**src/rtl/scl180_spare_pkg.sv**
```systemverilog
// rtl/scl180_spare_pkg.sv - shared types and constants for the spare-cell monitor
package scl180_spare_pkg;

    typedef enum logic [1:0] {
        IDLE,
        WAIT,
        SAMPLE,
        DONE
    } state_t;

    localparam int DCNT_W = 4;
    localparam int FCNT_W = 8;
    localparam logic [FCNT_W-1:0] FCNT_MAX = 8'd255;

endpackage

```
**src/rtl/scl180_sync2.sv**
```systemverilog
// rtl/scl180_sync2.sv - parameterized-width two-flop synchronizer
module scl180_sync2 #(
    parameter int WIDTH = 1
) (
    input  logic             clk,
    input  logic             rst,
    input  logic [WIDTH-1:0] d,
    output logic [WIDTH-1:0] q
);

    logic [WIDTH-1:0] meta;

    // Two-stage capture of asynchronous inputs; both stages clear to 0.
    always_ff @(posedge clk or posedge rst) begin
        if (rst) begin
            meta <= '0;
            q    <= '0;
        end else begin
            meta <= d;
            q    <= meta;
        end
    end

endmodule

```
**src/rtl/scl180_sparecell_monitor.sv**
```systemverilog
// rtl/scl180_sparecell_monitor.sv - round-robin debounced stuck-high monitor for spare-cell LO ties
module scl180_sparecell_monitor
    import scl180_spare_pkg::*;
#(
    parameter int NUM_SPARE = 4,
    parameter int DEBOUNCE  = 3,
    parameter int SCAN_DIV  = 16
) (
    input  logic                 wb_clk_i,
    input  logic                 wb_rst_i,
    input  logic                 enable_i,
    input  logic                 clr_i,
    input  logic [NUM_SPARE-1:0] irq_mask_i,
    input  logic [NUM_SPARE-1:0] spare_lo_i,
    output logic [NUM_SPARE-1:0] fault_o,
    output logic [FCNT_W-1:0]    fault_cnt_o,
    output logic                 irq_o,
    output logic                 scan_done_o
);

    localparam int IDX_W  = (NUM_SPARE > 1) ? $clog2(NUM_SPARE) : 1;
    localparam int TICK_W = $clog2(SCAN_DIV);

    localparam logic [IDX_W-1:0]  IDX_LAST  = IDX_W'(NUM_SPARE - 1);
    localparam logic [TICK_W-1:0] TICK_LAST = TICK_W'(SCAN_DIV - 1);
    localparam logic [DCNT_W-1:0] DB_FULL   = DCNT_W'(DEBOUNCE);
    localparam logic [DCNT_W-1:0] DB_EDGE   = DCNT_W'(DEBOUNCE - 1);

    state_t              state, state_nx;
    logic [TICK_W-1:0]   tick, tick_nx;
    logic [IDX_W-1:0]    idx, idx_nx;
    logic [NUM_SPARE-1:0] s;
    logic [DCNT_W-1:0]   dcnt [NUM_SPARE];

    logic                sample_en;
    logic                s_cur;
    logic                set_evt;

    scl180_sync2 #(
        .WIDTH(NUM_SPARE)
    ) u_sync (
        .clk(wb_clk_i),
        .rst(wb_rst_i),
        .d  (spare_lo_i),
        .q  (s)
    );

    assign sample_en   = (state == SAMPLE);
    assign s_cur       = s[idx];
    assign set_evt     = sample_en && s_cur && (dcnt[idx] == DB_EDGE);
    assign scan_done_o = (state == DONE);

    // Scan sequencer state, tick counter and spare index registers.
    always_ff @(posedge wb_clk_i or posedge wb_rst_i) begin
        if (wb_rst_i) begin
            state <= IDLE;
            tick  <= '0;
            idx   <= '0;
        end else begin
            state <= state_nx;
            tick  <= tick_nx;
            idx   <= idx_nx;
        end
    end

    // Next-state: wait SCAN_DIV ticks, visit each spare once, pulse done; disable forces IDLE.
    always_comb begin
        state_nx = state;
        tick_nx  = tick;
        idx_nx   = idx;
        case (state)
            IDLE: begin
                tick_nx = '0;
                idx_nx  = '0;
                if (enable_i) state_nx = WAIT;
            end
            WAIT: begin
                if (tick == TICK_LAST) begin
                    tick_nx  = '0;
                    idx_nx   = '0;
                    state_nx = SAMPLE;
                end else begin
                    tick_nx = tick + 1'b1;
                end
            end
            SAMPLE: begin
                if (idx == IDX_LAST) state_nx = DONE;
                else                 idx_nx   = idx + 1'b1;
            end
            DONE: begin
                tick_nx  = '0;
                state_nx = WAIT;
            end
            default: state_nx = IDLE;
        endcase
        if (!enable_i) begin
            state_nx = IDLE;
            tick_nx  = '0;
            idx_nx   = '0;
        end
    end

    // Debounce the sampled spare and latch sticky faults; clear has priority over a same-cycle event.
    always_ff @(posedge wb_clk_i or posedge wb_rst_i) begin
        if (wb_rst_i) begin
            for (int i = 0; i < NUM_SPARE; i++) dcnt[i] <= '0;
            fault_o     <= '0;
            fault_cnt_o <= '0;
        end else if (clr_i) begin
            for (int i = 0; i < NUM_SPARE; i++) dcnt[i] <= '0;
            fault_o     <= '0;
            fault_cnt_o <= '0;
        end else if (sample_en) begin
            if (!s_cur)                 dcnt[idx] <= '0;
            else if (dcnt[idx] < DB_FULL) dcnt[idx] <= dcnt[idx] + 1'b1;
            if (set_evt) begin
                fault_o[idx] <= 1'b1;
                if (!fault_o[idx] && (fault_cnt_o != FCNT_MAX))
                    fault_cnt_o <= fault_cnt_o + 1'b1;
            end
        end
    end

    // Interrupt is the masked fault summary, registered.
    always_ff @(posedge wb_clk_i or posedge wb_rst_i) begin
        if (wb_rst_i) irq_o <= 1'b0;
        else          irq_o <= |(fault_o & irq_mask_i);
    end

endmodule

```
**config.mk**
```make
export PLATFORM = sky130hd
export DESIGN_NAME = scl180_sparecell_monitor
export DESIGN_NICKNAME = d
export VERILOG_FILES = /design/src/rtl/scl180_spare_pkg.sv /design/src/rtl/scl180_sync2.sv /design/src/rtl/scl180_sparecell_monitor.sv
export SDC_FILE = /design/constraint.sdc
export NUM_CORES = 1
export LEC_CHECK = 0
export CAP_MARGIN = 0
export CORE_ASPECT_RATIO = 0.9
export CORE_MARGIN = 10
export CORE_UTILIZATION = 55
export DETAILED_ROUTE_END_ITERATION = 10
export PLACE_DENSITY = 0.75
export SYNTH_ARGS = -nofsm -noshare
export SYNTH_HDL_FRONTEND = slang
export SYNTH_SLANG_ARGS = --single-unit
```
**constraint.sdc**
```tcl
create_clock -name wb_clk_i -period 2.76 [get_ports wb_clk_i]
set_input_delay 0.552 -clock wb_clk_i [delete_from_list [all_inputs] [get_ports wb_clk_i]]
set_output_delay 0.552 -clock wb_clk_i [all_outputs]
set_load 0.02 [all_outputs]
```
# Yosys cells after proc, flatten, opt, wreduce, memory -nomap -nowiden
# Cells that the tools add are included.
dict set report word_totals {
  register_bits 45
  in_bits 12
  output_inout_bits 14
  word_cells 90
}
dict set report op_classes {
  n_eq_ne 13
  bitwise 5
  addsub 4
  reduce_logical 17
  n_mux 34
  n_lt_le_gt_ge 5
}
# op count
set op_table {}
lappend op_table {{$mux 16} 4}
lappend op_table {{$mux 4} 8}
lappend op_table {{$mux 8} 4}
lappend op_table {{$and 16x16->16} 1}
lappend op_table {{$bwmux 16} 1}
lappend op_table {{$not 16->16} 1}
lappend op_table {{$mux 2} 6}
lappend op_table {{$pmux 2 s3} 2}
lappend op_table {{$ne 3x2->1 const B} 3}
lappend op_table {{$add 4x1->4 const B} 2}
lappend op_table {{$add 8x1->8 const B} 1}
lappend op_table {{$bmux 4 s2} 1}
lappend op_table {{$demux 4 s2} 1}
lappend op_table {{$ne 8x8->1 const B} 1}
lappend op_table {{$pmux 4 s2} 1}
lappend op_table {{$eq 2x2->1 const B} 3}
lappend op_table {{$ne 3x3->1 const B} 2}
lappend op_table {{$reduce_and 2->1} 3}
lappend op_table {{$reduce_and 3->1} 2}
lappend op_table {{$reduce_bool 2->1} 3}
lappend op_table {{$logic_and 1x1->1} 5}
lappend op_table {{$and 4x4->4} 1}
lappend op_table {{$bmux 1 s2} 2}
lappend op_table {{$eq 4x2->1 const B} 1}
lappend op_table {{17 further kinds} 19}

# Depth between registers and ports, before layout
# Gate-level depths: netlist of run 1.
dict set report depth {
  ltp_word 10
  depth_mapped 9
  ltp_nobuf 8
}

# Hierarchy
# From an unflattened synthesis of run 1, not the netlist that was laid out.
dict set report unflattened {
  cells_unflattened 201
  area_unflattened_um2 2233.4
}
# mod cells_per_inst n_inst seq_area_each_um2 area_each_um2
set by_module_without_submodules {}
lappend by_module_without_submodules {scl180_sparecell_monitor 192 1 925.9 2029.4}
lappend by_module_without_submodules {scl180_sync2 9 1 200.2 203.9}

# Least setup slack after synthesis of run 1
# No wires, ideal clock.
dict set report synth_path {
  path_kind {register to register}
  startpoint {register idx[0]}
  endpoint {register fault_cnt_o[7]}
  stages_incl_launch_ff 10
  t_arrival_ns 2.404
  setup_time_ns 0.079
  n_path_buf 1
  t_required_ns 2.681
  period_less_slack_ns 2.482
  slack_ns 0.278
  path_cell_list {dfrtp_1 buf_6 mux4_1 inv_1 ha_1 nand3_1 o22ai_4 nand3_4 or4_1 a21oi_1}
}
dict set report synth_between {
  elab_chain_len 8
  word_cells_on_any_way 16
  classes_between {eq/ne (1); mux (7); bitwise (1); reduce/logical (7)}
}
# item line_no
set synth_lines {}
lappend synth_lines {{start, declared} scl180_sparecell_monitor.sv:31} ;# logic [IDX_W-1:0] idx, idx_nx;
lappend synth_lines {{start signal, assigned} scl180_sparecell_monitor.sv:62} ;# idx <= idx_nx;
lappend synth_lines {{$not 2->3 (implied by the code)} scl180_sparecell_monitor.sv:50} ;# assign set_evt = sample_en && s_cur && (dcnt[idx] == DB_EDGE);
lappend synth_lines {{$bmux 4 s2} scl180_sparecell_monitor.sv:50}
lappend synth_lines {{$mux 4 (implied by the code) (2 in series)} scl180_sparecell_monitor.sv:50}
lappend synth_lines {{$eq 4x2->1} scl180_sparecell_monitor.sv:50}
lappend synth_lines {{$logic_and 1x1->1} scl180_sparecell_monitor.sv:50}
lappend synth_lines {{$reduce_bool 2->1 (no source line)} -}
lappend synth_lines {{$reduce_and 3->1 (no source line) *} -}
lappend synth_lines {{end signal, assigned} scl180_sparecell_monitor.sv:119} ;# fault_cnt_o <= fault_cnt_o + 1'b1;
lappend synth_lines {{end, declared} scl180_sparecell_monitor.sv:16} ;# output logic [FCNT_W-1:0] fault_cnt_o,
# Every way passes the cells marked *; elsewhere a longest branch is shown, timed or not. The select of a mux whose other input is x is not followed.
# A chain may end at the register's enable or synchronous reset.

# Worst setup path in the final report of run 1
# Same ends and word-level chain as after synthesis.

==> flow_metrics.env, run 1 <==
export IMPL_endpoint_kind="register"
export IMPL_clk_latency_ns=0.31
export IMPL_finalPower_mw=1.51
export IMPL_htreeDepth=2
export IMPL_synth_seq_cells=45
export IMPL_cell_internal_pwr_mw=1.02
export IMPL_nNetsFinal=253
export IMPL_totalWireLength_um=4860
export IMPL_synth_fa_ha_area_share_pct=6.77
export IMPL_synth_simple_area_share_pct=16.9
export IMPL_cts_buffers=5
export IMPL_clockRootBuffer="clkbuf_8"
export IMPL_setup_worst_path_start="idx[0]"
export IMPL_synth_enable_flop_cells=0
export IMPL_drtPass1Iterations=4
export IMPL_ant_nets=0
export IMPL_crit_type="reg2reg"
export IMPL_cp_start_kind="register"
export IMPL_layout_commonest_cell="dfrtp_1"
export IMPL_vias=1637
export IMPL_setup_tns_ns=0
export IMPL_fin_skew_ns=0.0109
export IMPL_wl_per_cell_um=17.6
export IMPL_io_pins=26
export IMPL_tightest_slew_ns=0.551
export IMPL_synth_top_family_by_area="simple AND/OR/NAND/NOR gates"
export IMPL_maxCapViolCount=0
export IMPL_max_freq_mhz=395
export IMPL_dr_first_iter_drc_count=175
export IMPL_drive_above_1_share_pct=8.70
export IMPL_die_h_um=80.3
export IMPL_fp_coreArea_um2=3810
export IMPL_postSynth_asyncResetShare_pct=100
export IMPL_clk_pin_slew_ns=0.09
export IMPL_ys_types=41
export IMPL_row_count=21
export IMPL_power_switching_uw=483
export IMPL_grt_max_degree=46
export IMPL_p_comb_share_pct=24.0
export IMPL_hold_viol=0
export IMPL_port_buffers=25
export IMPL_switching_share_pct=32.0
export IMPL_outcome="finished, final reports clean"
export IMPL_synth_compound_area_share_pct=11.8
export IMPL_slew_violations=0
export IMPL_seq_area_um2=1130
export IMPL_yosys_area_share_xor_xnor_pct=1.97
export IMPL_dp_hpwl_um=3680
export IMPL_pwr_share_clk_pct=28.0
export IMPL_die_area_um2=6980
export IMPL_post_route_drc_count=0
export IMPL_cts_sinks=45
export IMPL_period_share_pct=91.8
export IMPL_yosys_warnings=0
export IMPL_reg2reg_slack_ns=0.23
export IMPL_place_gp_congestion=0.850
export IMPL_muxShareOfSynthArea_pct=7.39
export IMPL_worstPathArrival_ns=2.76
export IMPL_viasPerCell=5.93
export IMPL_cts_setup_buffers=0
export IMPL_rsz0062_at_grt="false"
export IMPL_die_x_um=86.9
export IMPL_finalSetupViolations=0
export IMPL_area_growth_pct=17.0
export IMPL_powerDensity_nw_per_um2=580
export IMPL_start_util_pct=58.2
export IMPL_yosys_most_used_dff="dfrtp_1"
export IMPL_min_path_type="reg2reg"
export IMPL_peakVddDrop_uv=479
export IMPL_layout_common_cells="44 x dfrtp_1, 25 x clkdlybuf4s50_1, 20 x nand2_1"
export IMPL_overflow=0
export IMPL_cp_data_required_time_ns=2.99
export IMPL_hold_start="u_sync.meta[3]"
export IMPL_power_leakage_nw=1.14
export IMPL_cts_tree="yes"
export IMPL_synth_area_um2=2220
export IMPL_grt_first_pass_wirelength_um=8010
export IMPL_postSynthAreaPerCell_um2=11.1
export IMPL_clock_path_buffers=2
export IMPL_antenna_found_initial=0
export IMPL_multi_input_area_um2=996
export IMPL_slew_limit_headroom_pct=63.3
export IMPL_synth_top_area_cell="dfrtp_1"
export IMPL_grt_usage_pct=14.5
export IMPL_timing_rr_start="idx[0]"
export IMPL_synth_top_area_share_pct=50.8
export IMPL_synth_area_leaders="dfrtp_1 51%, ha_1 6.8%, mux4_1 3.6%"
export IMPL_worstPathMaxFanout=10
export IMPL_synthCells=200
export IMPL_period_needed_ns=2.53
export IMPL_ys_seq_area_share_pct=50.8
export IMPL_nFillCells=287
export IMPL_grt_pass1_vias=1674
export IMPL_antenna_diode_count=0
export IMPL_syn_nets=224
export IMPL_seqPwrFrac_pct=48.1
worst max-delay path, stage by stage (launching register included):
cell and delay [ns]:
dfrtp_1 0.38, mux4_1 0.63, inv_1 0.09, ha_1 0.16
nand3_1 0.13, o22ai_4 0.24, nand3_4 0.16, or4_1 0.52
a21oi_1 0.15
cell families after synthesis:
| family | Yosys count |
|---|---|
| adder cells (fa/ha/maj) | 12 |
| XOR/XNOR | 5 |
| AND/OR/NAND/NOR | 73 |
| buffers and inverters | 19 |
| multiplexers | 9 |
| flip-flops | 45 |
| AO/OA/AOI/OAI | 37 |
flip-flops by register name, indices dropped and copies added (netlist names):
signal       count
fault_cnt_o      8
u_sync.q         4
fault_o          4
u_sync.meta      4
idx              2
irq_o            1
state            2
dcnt            16
tick             4
final timing paths:
| kind | endpoint | cells past startpoint |
|---|---|---|
| max in group asynchronous | idx[1] | 3 |
| min in group asynchronous | u_sync.meta[2] | 3 |
| max | fault_cnt_o[7] | 8 |
| max reg2reg | fault_cnt_o[7] | 8 |
| min reg2reg | u_sync.q[3] | 0 |
| min | u_sync.q[3] | 0 |
metrics by stage:
step	hold slack [ns]	util, %	instances	cell area [um2]	setup slack [ns]
after floorplan	0.331	-	200	2220	0.278
after global placement	0.335	65.6	268	2500	0.381
after detailed placement	0.336	65.6	268	2500	0.250
after CTS	0.358	68.1	276	2590	0.226
after global routing	0.366	68.1	276	2600	0.00955
final	0.354	68.1	276	2600	0.226
cells in the mapped netlist, types with 2 or more instances:
| cell | instances |
|---|---|
| o2bb2ai_1 | 3 |
| nor2b_1 | 4 |
| o32ai_1 | 2 |
| a21oi_1 | 12 |
| buf_6 | 2 |
| mux2i_1 | 4 |
| a22o_1 | 4 |
| and3_1 | 2 |
| mux4_2 | 2 |
| or4_1 | 2 |
| and2_1 | 8 |
| dfrtp_1 | 45 |
| nor2_1 | 17 |
| nor3b_1 | 4 |
| xor2_1 | 4 |
| o21ai_0 | 5 |
| o31ai_1 | 2 |
| clkbuf_1 | 2 |
| nand2_1 | 20 |
| nand3_1 | 8 |
| ha_1 | 12 |
| inv_1 | 12 |
| a22oi_1 | 3 |
| nor3_1 | 2 |
| mux4_1 | 3 |
final cells by class:
class | count | area share (%)
Clock buffer | 5 | 2.65
Clock inverter | 3 | 0.964
Inverter | 13 | 1.88
Multi-Input combinational cell | 136 | 38.4
Sequential cell | 45 | 43.4
Tap cell | 46 | 2.22
Timing Repair Buffer | 28 | 10.5
power by group through the flow:
stage | sequential, mW | combinational, mW | clock, mW
floorplan | 0.727 | 0.263 | 0
global placement | 0.731 | 0.334 | 0
detailed placement | 0.736 | 0.354 | 0
CTS | 0.723 | 0.356 | 0.429
global route | 0.729 | 0.398 | 0.460
finish | 0.724 | 0.361 | 0.421
layer usage:
layer	share of wire [%]	track usage, %
met1	43	17.2
met2	47	22.3
met3	5.3	4.04
met4	4.0	9.71
met5	0	0
what timing repair did:
action | 4_1_cts | 5_1_grt
hold buffers | 0 | 0
endpoints found under the setup margin | 0 | 1
gates resized for setup | 0 | 1
Note: power is estimated with default switching activity, not from simulation.
==> inputs of run 2 (changes only) <==
--- a/config.mk
+++ b/config.mk
@@ -7,10 +7,9 @@
 export LEC_CHECK = 0
 export CAP_MARGIN = 0
 export CORE_ASPECT_RATIO = 0.9
-export CORE_MARGIN = 10
-export CORE_UTILIZATION = 55
+export CORE_UTILIZATION = 50
 export DETAILED_ROUTE_END_ITERATION = 10
-export PLACE_DENSITY = 0.75
+export PLACE_DENSITY = 0.71
 export SYNTH_ARGS = -nofsm -noshare
 export SYNTH_HDL_FRONTEND = slang
 export SYNTH_SLANG_ARGS = --single-unit
==> constraint.sdc (replaced) <==
create_clock -name wb_clk_i -period 2.2 [get_ports wb_clk_i]
set_input_delay 0.44 -clock wb_clk_i [delete_from_list [all_inputs] [get_ports wb_clk_i]]
set_output_delay 0.44 -clock wb_clk_i [all_outputs]
set_load 0.02 [all_outputs]
==> flow_metrics.env, run 2 (synthesized netlist as in run 1, its figures left out) <==
export IMPL_outcome="finished, final reports clean"
export IMPL_slew_violations=0
export IMPL_clk_pin_slew_ns=0.09
export IMPL_hold_start="u_sync.meta[0]"
export IMPL_die_h_um=65.2
export IMPL_r2r_end="dcnt[9]"
export IMPL_totalWireLength_um=4540
export IMPL_clock_path_buffers=2
export IMPL_powerDensity_nw_per_um2=743
export IMPL_regMostFlops="dcnt"
export IMPL_hold_path_end="u_sync.q[0]"
export IMPL_fp_coreArea_um2=4160
export IMPL_period_needed_ns=2.18
export IMPL_nNetsFinal=261
export IMPL_finalPower_mw=2.02
export IMPL_ant_nets=0
export IMPL_antenna_diode_count=0
export IMPL_htreeDepth=2
export IMPL_die_area_um2=4710
export IMPL_grt_pass1_vias=1648
export IMPL_grt_usage_pct=21.3
export IMPL_endpoint_kind="register"
export IMPL_row_count=22
export IMPL_drtPass1Iterations=4
export IMPL_cp_data_required_time_ns=2.39
export IMPL_max_freq_mhz=458
export IMPL_wl_per_cell_um=15.2
export IMPL_area_growth_pct=22.3
export IMPL_dp_cells=287
export IMPL_cts_sinks=45
export IMPL_post_route_drc_count=0
export IMPL_worstPathMaxFanout=7
export IMPL_maxCapViolCount=0
export IMPL_finalNonFillerCells=298
export IMPL_overflow=0
export IMPL_largest_register_ffs=16
export IMPL_reg2reg_slack_ns=0.02
export IMPL_timing_rr_start="idx[0]"
export IMPL_start_util_pct=53.4
export IMPL_crit_buf_inv=3
export IMPL_slew_limit_headroom_pct=62.9
export IMPL_clockRootBuffer="clkbuf_8"
export IMPL_path_cells="buf_4 -> buf_4 -> inv_2 -> mux4_2 -> nand2_1 -> nor3_1 -> a22o_1"
export IMPL_antenna_found_initial=0
export IMPL_grt_first_pass_wirelength_um=7530
export IMPL_finalSetupViolations=0
export IMPL_rr_worst_depth=7
export IMPL_period_share_pct=99.2
export IMPL_cpMostUsedCell="buf_4"
export IMPL_vias=1602
export IMPL_power_leakage_nw=1.18
export IMPL_largestRegisters="dcnt: 16 flops, fault_cnt_o: 8 flops"
export IMPL_io_pins=26
export IMPL_fin_skew_ns=0.00308
export IMPL_cpLargestDelayFamily="multiplexers"
export IMPL_min_path_type="reg2reg"
export IMPL_slowest_stage="mux4_2"
export IMPL_cp_start_kind="register"
export IMPL_tightest_slew_ns=0.556
export IMPL_place_gp_congestion=0.916
export IMPL_cts_buffers=5
export IMPL_crit_type="reg2reg"
export IMPL_cts_tree="yes"
export IMPL_grt_max_degree=46
export IMPL_drive_above_1_share_pct=15.5
export IMPL_hold_depth=0
export IMPL_hold_buffers=0
export IMPL_worstPathArrival_ns=2.37
export IMPL_slowest_delay_ns=0.59
export IMPL_dp_hpwl_um=3350
export IMPL_nFillCells=337
export IMPL_clk_latency_ns=0.30
export IMPL_rsz0062_at_grt="true"
export IMPL_dr_first_iter_drc_count=73
export IMPL_hold_viol=0
export IMPL_multi_input_area_um2=1010
export IMPL_layout_commonest_cell="dfrtp_1"
export IMPL_seq_area_um2=1130
export IMPL_viasPerCell=5.38
export IMPL_layout_common_cells="44 x dfrtp_1, 25 x clkdlybuf4s50_1, 20 x nand2_1"
export IMPL_die_x_um=72.2
export IMPL_peakVddDrop_uv=481
export IMPL_port_buffers=25
[run 2: cell types whose count changed in the layout (fill, tap and decap cells not counted), sizes merged]
| cell | before | now |
|---|---|---|
| buf | 3 | 11 |
| bufinv | 0 | 1 |
| inv | 14 | 13 |
[run 2: worst max path at each step]
stage	slack [ns]	to	cells after the start	start
after floorplan	-0.07	fault_cnt_o[7]	9	idx[0]
after detailed placement	-0.05	fault_cnt_o[5]	8	idx[0]
final	0.02	dcnt[9]	7	idx[0]
after global routing	-0.06	fault_cnt_o[7]	8	idx[0]
after global placement	0.04	fault_cnt_o[7]	8	idx[0]
after CTS	0.002	fault_cnt_o[5]	8	idx[0]
[run 2: metal layers]
layer,routed length (um),part of all wire (%),GRT usage (%),vias up
met5,0,0,0,-
met4,43,0.95,6.13,0
li1,-,-,-,770
met3,159,3.5,6.90,6
met1,2050,45,26.6,797
met2,2290,50,35.5,29
[run 2: repair_timing]
action / 4_1_cts / 5_1_grt
setup buffers: 2 / 1
endpoints found under the hold margin: 0 / 0
cloned: 0 / 0
resized for setup: 0 / 6
endpoints found under the setup margin: 2 / 24
pin swaps: 2 / 0
[run 2: final cells by class]
class	count	area share, %
Clock inverter	3	1.71
Clock buffer	5	2.54
Multi-Input combinational cell	136	37.4
Sequential cell	45	41.5
Timing Repair Buffer	36	12.3
Tap cell	60	2.77
Inverter	13	1.80
[run 2: stage by stage]
step	instance area, um2	util, %	setup slack [ns]	hold WS [ns]	TNS, ns
CTS	2700	65.0	0.00237	0.358	0
finish	2710	65.3	0.0172	0.357	0
detailed placement	2570	61.8	-0.0542	0.338	-0.103
global placement	2570	61.8	0.0413	0.333	0
floorplan	2230	-	-0.0677	0.331	-0.135
global route	2710	65.3	-0.0602	0.365	-0.293
[run 2: power by group]
group | internal (mW) | switching, mW | total (mW)
clock network | 0.340 | 0.288 | 0.628
logic | 0.214 | 0.264 | 0.478
registers | 0.870 | 0.0398 | 0.909
